--- config.mk ---
export PLATFORM = sky130hd
export DESIGN_NAME = blank_sched
export DESIGN_NICKNAME = d
export VERILOG_FILES = /design/src/rtl/blank_sched.sv
export SDC_FILE = /design/constraint.sdc
export NUM_CORES = 1
export LEC_CHECK = 0
export ABC_AREA = 0
export CAP_MARGIN = 20
export CORE_MARGIN = 3
export CORE_UTILIZATION = 55
export DETAILED_ROUTE_END_ITERATION = 8
export GPL_TIMING_DRIVEN = 0
export PLACE_DENSITY = 0.78
export RECOVER_POWER = 100
export SYNTH_ARGS = -nofsm -noshare
export SYNTH_HDL_FRONTEND = slang
export SYNTH_SLANG_ARGS = --single-unit
--- constraint.sdc ---
create_clock -name clk -period 7.2 [get_ports clk]
set_clock_uncertainty 0.15 [all_clocks]
set_input_delay 1.44 -clock clk [delete_from_list [all_inputs] [get_ports clk]]
set_output_delay 1.44 -clock clk [all_outputs]
set_load 0.01 [all_outputs]
--- src/rtl/blank_sched.sv ---
// blank_sched: line/frame timing controller driving the blank mapper schedule and pixel enable.
// Outputs are registered from the next-cycle position so they line up with the counters.
module blank_sched #(
   parameter int CNT_W  = 16,
   parameter int BS_LEN = 4,
   parameter int BE_LEN = 4
) (
   input  logic             clk,
   input  logic             rst,
   input  logic             td_enable,
   input  logic [1:0]       td_lane_count,
   input  logic [CNT_W-1:0] td_h_active,
   input  logic [CNT_W-1:0] td_h_blank,
   input  logic [CNT_W-1:0] td_v_active,
   input  logic [CNT_W-1:0] td_v_blank,
   output logic             sched_blank_en,
   output logic             sched_blank_id,
   output logic [1:0]       sched_blank_state,
   output logic             sched_active_en,
   output logic             sched_sof,
   output logic [CNT_W-1:0] sched_line,
   output logic             sched_cfg_err
);
   localparam int W1 = CNT_W + 1;
   localparam logic [W1-1:0] BS_W = W1'(BS_LEN);
   localparam logic [W1-1:0] BE_W = W1'(BE_LEN);
   localparam logic [W1-1:0] ONE = W1'(1);
   typedef enum logic {IDLE, RUN} state_t;
   state_t state, nstate;
   logic [W1-1:0] col, l, ha, ht, va, vt, n;
   logic [W1-1:0] ncol, nl, nha, nht, nva, nvt, nn;
   logic [W1-1:0] in_n, in_ht, in_vt, o;
   logic valid, line_end, frame_end, load, nerr;
   logic run, act, bs, start, be;
   always_comb begin
      in_n = td_lane_count == 2'b00 ? W1'(12) : td_lane_count == 2'b01 ? W1'(6) : W1'(3);
      in_ht = {1'b0, td_h_active} + {1'b0, td_h_blank};
      in_vt = {1'b0, td_v_active} + {1'b0, td_v_blank};
      valid = |td_h_active && |td_v_active && |td_v_blank && td_lane_count != 2'b11 &&
              {1'b0, td_h_blank} >= BS_W + BE_W + in_n + ONE;
      line_end = col == ht - ONE;
      frame_end = line_end && l == vt - ONE;
      nstate = state;
      ncol = col;
      nl = l;
      nha = ha;
      nht = ht;
      nva = va;
      nvt = vt;
      nn = n;
      nerr = td_enable && sched_cfg_err;
      load = 1'b0;
      if (!td_enable) begin
         nstate = IDLE;
         ncol = '0;
         nl = '0;
      end else if (state == IDLE) begin
         if (!sched_cfg_err) begin
            load = valid;
            nerr = !valid;
         end
      end else if (frame_end) begin
         // Frame boundary: config is re-latched here or the stream stops.
         load = valid;
         nerr = !valid;
         nstate = IDLE;
         ncol = '0;
         nl = '0;
      end else if (line_end) begin
         ncol = '0;
         nl = l + ONE;
      end else
         ncol = col + ONE;
      if (load) begin
         nstate = RUN;
         ncol = '0;
         nl = '0;
         nha = {1'b0, td_h_active};
         nht = in_ht;
         nva = {1'b0, td_v_active};
         nvt = in_vt;
         nn = in_n;
      end
      run = nstate == RUN;
      o = ncol - nha;
      act = run && ncol < nha && nl < nva;
      bs = ncol >= nha && o < BS_W;
      start = ncol >= nha && !bs && o < BS_W + nn;
      be = ncol >= nha && ncol >= nht - BE_W && (nl + ONE < nva || nl == nvt - ONE);
   end
   always_ff @(posedge clk or posedge rst) begin
      if (rst) begin
         state <= IDLE;
         col <= '0;
         l <= '0;
         ha <= '0;
         ht <= '0;
         va <= '0;
         vt <= '0;
         n <= '0;
         sched_blank_en <= 1'b0;
         sched_blank_id <= 1'b0;
         sched_blank_state <= 2'b00;
         sched_active_en <= 1'b0;
         sched_sof <= 1'b0;
         sched_line <= '0;
         sched_cfg_err <= 1'b0;
      end else begin
         state <= nstate;
         col <= ncol;
         l <= nl;
         ha <= nha;
         ht <= nht;
         va <= nva;
         vt <= nvt;
         n <= nn;
         sched_blank_en <= run && !act;
         sched_blank_id <= run && !act && nl + ONE < nva;
         sched_blank_state <= !run || act ? 2'b00 : bs ? 2'b01 : start ? 2'b10 : be ? 2'b11 : 2'b00;
         sched_active_en <= act;
         sched_sof <= run && nl == '0 && ncol == '0;
         sched_line <= run ? nl[CNT_W-1:0] : '0;
         sched_cfg_err <= nerr;
      end
   end
endmodule

==> results.ini, run 1 <==
[outcome]
outcome=finished, violations left
violations=capacitance limit, slew limit

[detailed_routing]
via_count=12400
drt-pass1-iter-count=5
viasPerCell=6.27
drc=0
wl_per_cell_um=21.5
routed_wl_um=42400
ant_nets=0
drtIter0Drc=1236

[pwr]
switching_share_pct=39.7
peakVddDrop_mv=0.138
internal_power_uw=2070
leakagePower_uw=0.00723
p_seq_share_pct=31.1
powerDensity_mw_per_mm2=220
combPwrFrac_pct=40.7
pwr-share-clk_pct=28.1
switching_power_uw=1360

[worst_setup_path]
critPathLaunchType=primary input
r2r-end=sched_blank_state[0]
slowest_delay_ns=0.55
critPathMaxFanout=10
cpLargestDelayFamily=simple AND/OR/NAND/NOR gates
cp_num_buf_inv=6
critical_path_arrival_ns=7.35
crit_required_ns=7.39
crit_type=primary input to flip-flop
regToRegStartpoint=ht[2]
cp_slowest_cell=clkdlybuf4s50_1
regToRegSetupSlack_ns=0.12
reg2regPathDepth=29
cp-end-kind=flip-flop

[placed_design]
portBuffers=90
numPlacedInstances=1922
dp_hpwl_um=32100
gp_congestion=0.975
pre_cts_ws_ns=-2.20

[cts]
cts_buffer_depth=2
cts_tree=yes
clock-sinks=143
insertion_delay_ns=0.44
cts_hold_buffers=0
htree_levels=4
cts-root-buf=clkbuf_16
cts_buffers=17
path_clk_slew_ns=0.06

[global_routing]
grt_pass1_vias=11800
grt_usage_pct=33.3
grt-ovfl-total=0
grt_pass1_wl_um=64300
antenna_found_initial=1
grt_max_degree=92

[yosys]
yosysWarningCount=0
synth_cell_type_count=80
seq_area_frac_synth_pct=27.9
synth_edf_count=0
ys_ff_latch=143
ys.flop_type=dfrtp_1
synthesis.area_mm2=0.0128
synth.avg_cell_area_um2=8.46
syn_inst=1516
syn-num-nets=1716
async_reset_ff_share_pct=100

[die]
die_h_um=159
io_pins=92
die-area_mm2=0.0252
rows=55
core-area_mm2=0.0228
start_util_pct=56.3
die_w_um=159

[worst_hold_path]
min_to=ha[9]
min_from=ha[9]
min_path_type=flip-flop to flip-flop
hold_depth=2

[finish]
nNetsFinal=1845
n_antenna_cell=0
area_delta_synth_final_pct=21.7
fin_cells=1971
post-route-util_pct=68.5
drive_gt1_share_pct=10.9

[sta]
fmax_mhz=140
rsz0062_at_grt=yes
setup_viol=0
slew_violations=146
worstMarginPinSlew_ns=2.40
finalWorstSetupSlack_ns=0.0432
holdWs_ns=0.347
layout_min_cycle_time_ns=7.16
final_hold_viol_count=0
post-route-period-util_pct=99.4
slew_headroom_pct=-61.2

[job]
max_cap_violations=2

## routing by layer
layer  part of all wire, %  GRT usage, %
met1                    43          46.2
met2                    43          50.1
met3                    10          8.40
met4                   3.7          12.7
met5                     0             0
## stage by stage
| stage | total power [µW] | setup TNS [ns] | cell area (µm²) |
|---|---|---|---|
| after floorplan | 1950 | 0 | 12900 |
| after global placement | 2270 | -61.84 | 14200 |
| after detailed placement | 2310 | -9.69 | 14200 |
| after CTS | 3340 | 0 | 15300 |
| after global routing | 3610 | -0.122 | 15600 |
| final | 3430 | 0 | 15600 |
## worst register-to-register path, delay by kind of cell, from the launching register on
kind | cells | cell delay (ns)
flops | 1 | 0.49
simple gates | 12 | 3.22
xor+xnor | 1 | 0.11
compound gates | 8 | 1.69
fa+ha+maj | 2 | 0.47
buf+inv | 6 | 0.85
## cell type report
class / count / area (µm²)
plain buffers: 44 / 353
clock buffers: 19 / 453
clock inverters: 13 / 176
fillers: 1811 / 7170
inverters: 87 / 335
multi-input cells: 1235 / 9210
flip-flops and latches: 143 / 3580
well taps: 313 / 392
repair buffers: 117 / 1110
## cells by family (layout without fill, tap and decap cells)
family                     after synthesis  after routing  synth area share [%]
and+or+nand+nor                        579            579                  23.9
muxes                                   46             46                  3.63
xor gates and xnor gates               181            181                  12.5
DFF                                    143            143                  27.9
other                                    1              1                0.0292
buffers and inverters                  138            280                  4.12
AOI/OAI and AO/OA                      297            297                  15.0
adders and majority gates              131            131                  13.0
## power groups by stage
stage	clock network, µW	logic, µW	registers, µW
floorplan	0	955	993
global placement	0	1250	1020
detailed placement	0	1280	1030
CTS	966	1350	1020
global route	998	1530	1080
finish	966	1400	1070
## state kept, by name (all words and copies together), names as in the netlist
signal,flops
col,17
ha,17
ht,17
l,17
n,17
va,17
vt,17
sched_line,16
sched_blank_state,2
sched_active_en,1
sched_blank_en,1
sched_blank_id,1
sched_cfg_err,1
sched_sof,1
state,1
## cell usage after synthesis (8+ instances only)
| cell type | n | area share [%] |
|---|---|---|
| o21a_1 | 14 | 0.82 |
| a31oi_1 | 10 | 0.49 |
| a211o_1 | 9 | 0.61 |
| nand4_1 | 37 | 1.8 |
| clkbuf_1 | 40 | 1.2 |
| a21o_1 | 39 | 2.3 |
| a21oi_1 | 82 | 3.2 |
| or3_1 | 17 | 0.83 |
| and4_1 | 9 | 0.61 |
| nor2_1 | 118 | 3.5 |
| mux2i_1 | 42 | 3.3 |
| nand2b_1 | 17 | 0.83 |
| nor4_1 | 42 | 2.0 |
| inv_1 | 85 | 2.5 |
| nand2_1 | 136 | 4.0 |
| buf_1 | 9 | 0.26 |
| xnor2_1 | 110 | 7.5 |
| or4_1 | 17 | 1.0 |
| xor2_1 | 70 | 4.8 |
| and3_1 | 11 | 0.54 |
| nor2b_1 | 25 | 1.2 |
| o31ai_1 | 8 | 0.47 |
| a211oi_1 | 11 | 0.64 |
| o21ai_0 | 64 | 2.5 |
| dfrtp_1 | 143 | 28 |
| nor3_1 | 42 | 1.6 |
| nand3_1 | 45 | 1.8 |
| and2_1 | 20 | 0.98 |
| ha_1 | 128 | 12 |
## how the worst max path moves through the flow
| stage | start | end | slack (ns) | cells past startpoint |
|---|---|---|---|---|
| 4_1_cts | ht[2] | sched_blank_state[0] | 0.001 | 23 |
| 2_1_floorplan | td_lane_count[1] | sched_blank_state[1] | 0.002 | 31 |
| 3_5_place_dp | td_lane_count[1] | sched_blank_state[0] | -2.20 | 35 |
| 3_3_place_gp | td_lane_count[1] | sched_blank_state[0] | -2.11 | 35 |
| 6_report | td_h_active[2] | sched_blank_state[0] | 0.04 | 28 |
| 5_1_grt | ht[0] | sched_blank_state[0] | -0.10 | 29 |
## placed cells by master, fill, tap and decap left out, types with 11 or more instances in the layout
master	synthesis	final
mux2i_1	42	40
o21a_1	14	14
nor2b_1	25	25
dlygate4sd3_1	0	24
clkbuf_1	40	24
nor2_1	118	108
o21ai_0	64	61
nand4_1	37	37
nor4_1	42	30
xnor2_1	110	106
buf_4	1	27
inv_1	85	82
nand3_1	45	43
and2_1	20	20
nor3_1	42	38
ha_1	128	125
or4_1	17	14
clkdlybuf4s50_1	0	53
xor2_1	70	70
a21oi_1	82	75
clkbuf_16	0	22
nand2_1	136	131
dfrtp_1	143	142
and3_1	11	11
or3_1	17	16
nand2b_1	17	17
a21o_1	39	39
## repair_timing
item                       CTS  global route
pin swaps                   16            27
gates resized for setup     86            80
buffers inserted            17             7
setup endpoints to repair    5             3
No activity file was read; power rests on OpenSTA's default activity.
==> inputs of run 2 (changes only) <==
MAX_ROUTING_LAYER = met4   (was default)
==> results.ini, run 2 (synthesis gave the netlist of run 1 again) <==
[die]
die-area_mm2=0.0252
rows=55
die_h_um=159
die_w_um=159
core-area_mm2=0.0228
start_util_pct=56.3
io_pins=92

[worst_setup_path]
critPathMaxFanout=10
reg2regPathDepth=30
critPathLaunchType=primary input
critical_path_arrival_ns=7.46
r2r-end=sched_blank_state[0]
slowest_delay_ns=0.57
regToRegStartpoint=ht[1]
crit_type=primary input to flip-flop
regToRegSetupSlack_ns=0.03
crit_required_ns=7.39
cp_slowest_cell=or4_4
cp-end-kind=flip-flop

[finish]
num-fill-cells=1729
n_antenna_cell=0
mostFrequentLayoutCell=dfrtp_1
nNetsFinal=1884
post-route-util_pct=70.5
drive_gt1_share_pct=14.2
final_cell_mix=141 x dfrtp_1, 129 x nand2_1, 121 x ha_1
area_delta_synth_final_pct=25.2

[sta]
fmax_mhz=138
worstMarginPinSlew_ns=3.48
slew_headroom_pct=-133
final_hold_viol_count=0
slew_violations=146
setup_viol=2
holdWs_ns=0.345
post-route-period-util_pct=101
layout_min_cycle_time_ns=7.27
finalWorstSetupSlack_ns=-0.0692

[global_routing]
grt_pass1_vias=12000
grt_max_degree=75
antenna_found_initial=1
grt_usage_pct=35.2
grt_pass1_wl_um=65800
grt-ovfl-total=0

[worst_hold_path]
min_to=ha[9]
hold_depth=2
min_path_type=flip-flop to flip-flop
min_from=ha[9]

[pwr]
internal_power_uw=2060
combPwrFrac_pct=44.2
switching_power_uw=1420
p_seq_share_pct=30.6
leakagePower_uw=0.00754
switching_share_pct=40.7
powerDensity_mw_per_mm2=217
pwr-share-clk_pct=25.1
peakVddDrop_mv=0.165

[cts]
clock-sinks=143
path_clk_slew_ns=0.06
cts_buffers=17
cts-root-buf=clkbuf_16
htree_levels=4
cts_tree=yes
cts_buffer_depth=2
insertion_delay_ns=0.43
cts_hold_buffers=0

[detailed_routing]
via_count=12700
drtIter0Drc=1341
drt-pass1-iter-count=6
routed_wl_um=45300
ant_nets=0
viasPerCell=6.34
wl_per_cell_um=22.5
drc=0

[job]
max_cap_violations=2

[placed_design]
dp_hpwl_um=32200
gp_congestion=0.963
portBuffers=90

[outcome]
outcome=finished, violations left
violations=capacitance limit, slew limit, setup timing

run 2: metrics by stage:
stage               instance area (µm²)  instances  power (µW)  setup WS (ns)  TNS (ns)
finish                            16000       2009        3480        -0.0692    -0.131
global placement                  14200       1919        2270          -2.10    -59.07
CTS                               15400       1994        3290         0.0118         0
global route                      16000       2009        3640         -0.141    -0.313
floorplan                         12900       1516        1950        0.00153         0
detailed placement                14200       1920        2310          -2.24     -9.62
run 2: worst max-delay path: cells and delay by family:
family                     cells  cell delay (ns)
and+or+nand+nor               13             3.22
AOI/OAI and AO/OA              9             1.23
adders and majority gates      2             0.62
xor gates and xnor gates       1             0.19
buffers and inverters          4             0.73
run 2: worst max path at each step:
stage,startpoint,end,slack (ns),cells after the start
final,td_lane_count[0],sched_blank_state[0],-0.07,29
after global routing,td_v_blank[7],sched_blank_state[0],-0.14,28
after CTS,td_h_blank[4],sched_blank_state[1],0.01,32
after detailed placement,td_lane_count[1],sched_blank_state[0],-2.24,35
after global placement,td_lane_count[1],sched_blank_state[0],-2.10,35
after floorplan,td_lane_count[1],sched_blank_state[1],0.002,31
run 2: final cells by class:
type | count | area, µm² | area share (%)
plain buffers | 42 | 322 | 2.00
clock buffers | 19 | 443 | 2.76
clock inverters | 12 | 114 | 0.709
inverters | 87 | 338 | 2.10
multi-input cells | 1235 | 9390 | 58.5
flip-flops and latches | 143 | 3580 | 22.3
well taps | 313 | 392 | 2.44
repair buffers | 158 | 1470 | 9.17
run 2: routing by layer:
metal  up-vias  GRT usage (%)  routed length, µm
met5         -              -                  0
met4         0           13.8               1970
met3       148           9.92               5040
met2       761           51.4              19900
met1      6043           46.4              18400
li1       5789              -                  -
run 2: power groups by stage:
stage	registers (µW)	logic [µW]	clock network [µW]
floorplan	993	955	0
global placement	1020	1250	0
detailed placement	1030	1290	0
CTS	1020	1400	870
global route	1080	1660	906
finish	1070	1540	874
run 2: what timing repair did:
| item | 4_1_cts | 5_1_grt |
|---|---|---|
| gates resized for setup | 97 | 130 |
| pin swaps | 21 | 50 |
| setup endpoints to repair | 5 | 4 |
| buffers inserted | 43 | 24 |
==> inputs of run 3 (changes only) <==
GPL_TIMING_DRIVEN = default   (was 0)
==> results.ini, run 3 (synthesis gave the netlist of run 1 again) <==
[sta]
worstMarginPinSlew_ns=3.76
slew_headroom_pct=-152
slew_violations=146
layout_min_cycle_time_ns=6.90
final_hold_viol_count=0
setup_viol=0
rsz0062_at_grt=no
post-route-period-util_pct=95.8
holdWs_ns=0.338
fmax_mhz=145

[detailed_routing]
ant_nets=0
drc=0
drt-pass1-iter-count=6
wl_per_cell_um=20.6
drtIter0Drc=1334
viasPerCell=6.17
via_count=12700
routed_wl_um=42300

[worst_setup_path]
regToRegSetupSlack_ns=0.47
regToRegStartpoint=ht[2]
critical_path_arrival_ns=7.10
crit_required_ns=7.40
critPathMaxFanout=2
cp-startpoint=td_h_blank[0]
worstSetupEndpoint=sched_blank_state[1]
crit_type=primary input to flip-flop
critPathLaunchType=primary input
cp_slowest_cell=or4_4
cp-end-kind=flip-flop
r2r-end=sched_blank_state[0]
reg2regPathDepth=22
slowest_delay_ns=0.56
cpMostUsedCell=a21o_1

[global_routing]
grt_max_degree=84
antenna_found_initial=0
grt_pass1_vias=12100
grt_pass1_wl_um=66600
grt-ovfl-total=0
grt_usage_pct=35.0

[die]
core-area_mm2=0.0228
start_util_pct=56.3
io_pins=92
die_h_um=159
die_w_um=159
rows=55
die-area_mm2=0.0252

[cts]
insertion_delay_ns=0.44
cts_buffers=17
cts-root-buf=clkbuf_16
cts_hold_buffers=0
cts_buffer_depth=2
path_clk_slew_ns=0.07
htree_levels=4
clock-sinks=143
cts_tree=yes

[worst_hold_path]
min_path_type=flip-flop to flip-flop

[job]
max_cap_violations=2

[finish]
final_cell_mix=143 x dfrtp_1, 136 x nand2_1, 128 x ha_1
mostFrequentLayoutCell=dfrtp_1
num-fill-cells=1861
drive_gt1_share_pct=11.2
post-route-util_pct=68.7
final_area_mm2=0.0157
n_antenna_cell=0
nNetsFinal=1924
area_delta_synth_final_pct=22.1

[outcome]
violations=capacitance limit, slew limit
outcome=finished, violations left

[pwr]
switching_power_uw=1350
internal_power_uw=2060
leakagePower_uw=0.00742
combPwrFrac_pct=41.7
pwr-share-clk_pct=27.1
switching_share_pct=39.5
powerDensity_mw_per_mm2=218
p_seq_share_pct=31.2
peakVddDrop_mv=0.153

[placed_design]
dp_hpwl_um=33400
portBuffers=91
gp_congestion=0.986
placed_cell_area_mm2=0.0151

-- run 3: worst min-delay path by stage --
stage,endpoint,start,cells after the start
after global routing,ha[16],ha[16],2
final,ha[8],ha[8],2
after CTS,ha[16],ha[16],2
after detailed placement,ha[16],ha[16],2
after floorplan,ha[16],ha[16],2
after global placement,ha[16],ha[16],2
-- run 3: power groups by stage --
stage	Sequential [µW]	Clock [µW]	Combinational, µW
after global routing	1080	957	1560
after detailed placement	1070	0	1390
after CTS	1060	926	1400
after floorplan	993	0	955
after global placement	1060	0	1360
final	1070	924	1420
-- run 3: layer usage --
metal	share of wire, %	wire, µm	global-route usage (%)
met1	45	18900	50.3
met2	43	18200	50.9
met3	9.5	4010	5.87
met4	2.7	1160	10.2
met5	0	0	-
-- run 3: layout make-up --
class	count	area (µm²)	share of cell area, %
tap	313	392	2.50
timing repair buffer	240	1930	12.3
sequential	143	3580	22.9
inverter	87	333	2.13
multi-input combinational	1235	8830	56.4
clock inverter	14	155	0.991
clock buffer	18	439	2.81
-- run 3: what timing repair did --
item,CTS,global route
endpoints found under the setup margin,0,3
resized for setup,0,30
endpoints found under the hold margin,0,0
buffers inserted,0,0
-- run 3: per-stage QoR --
| step | cells | setup slack [ns] | setup TNS (ns) | total power [µW] |
|---|---|---|---|---|
| CTS | 2050 | 0.0469 | 0 | 3380 |
| global placement | 2018 | -0.230 | -0.441 | 2420 |
| floorplan | 1516 | 0.00153 | 0 | 1950 |
| global route | 2050 | 0.00357 | 0 | 3600 |
| finish | 2050 | 0.300 | 0 | 3410 |
| detailed placement | 2018 | -0.330 | -0.654 | 2460 |
-- run 3: worst max-delay path: cells and delay by family --
kind,cells,cell delay [ns]
fa+ha+maj,2,0.48
xor+xnor,2,0.31
compound gates,11,2.42
simple gates,6,1.55
buf+inv,4,0.90
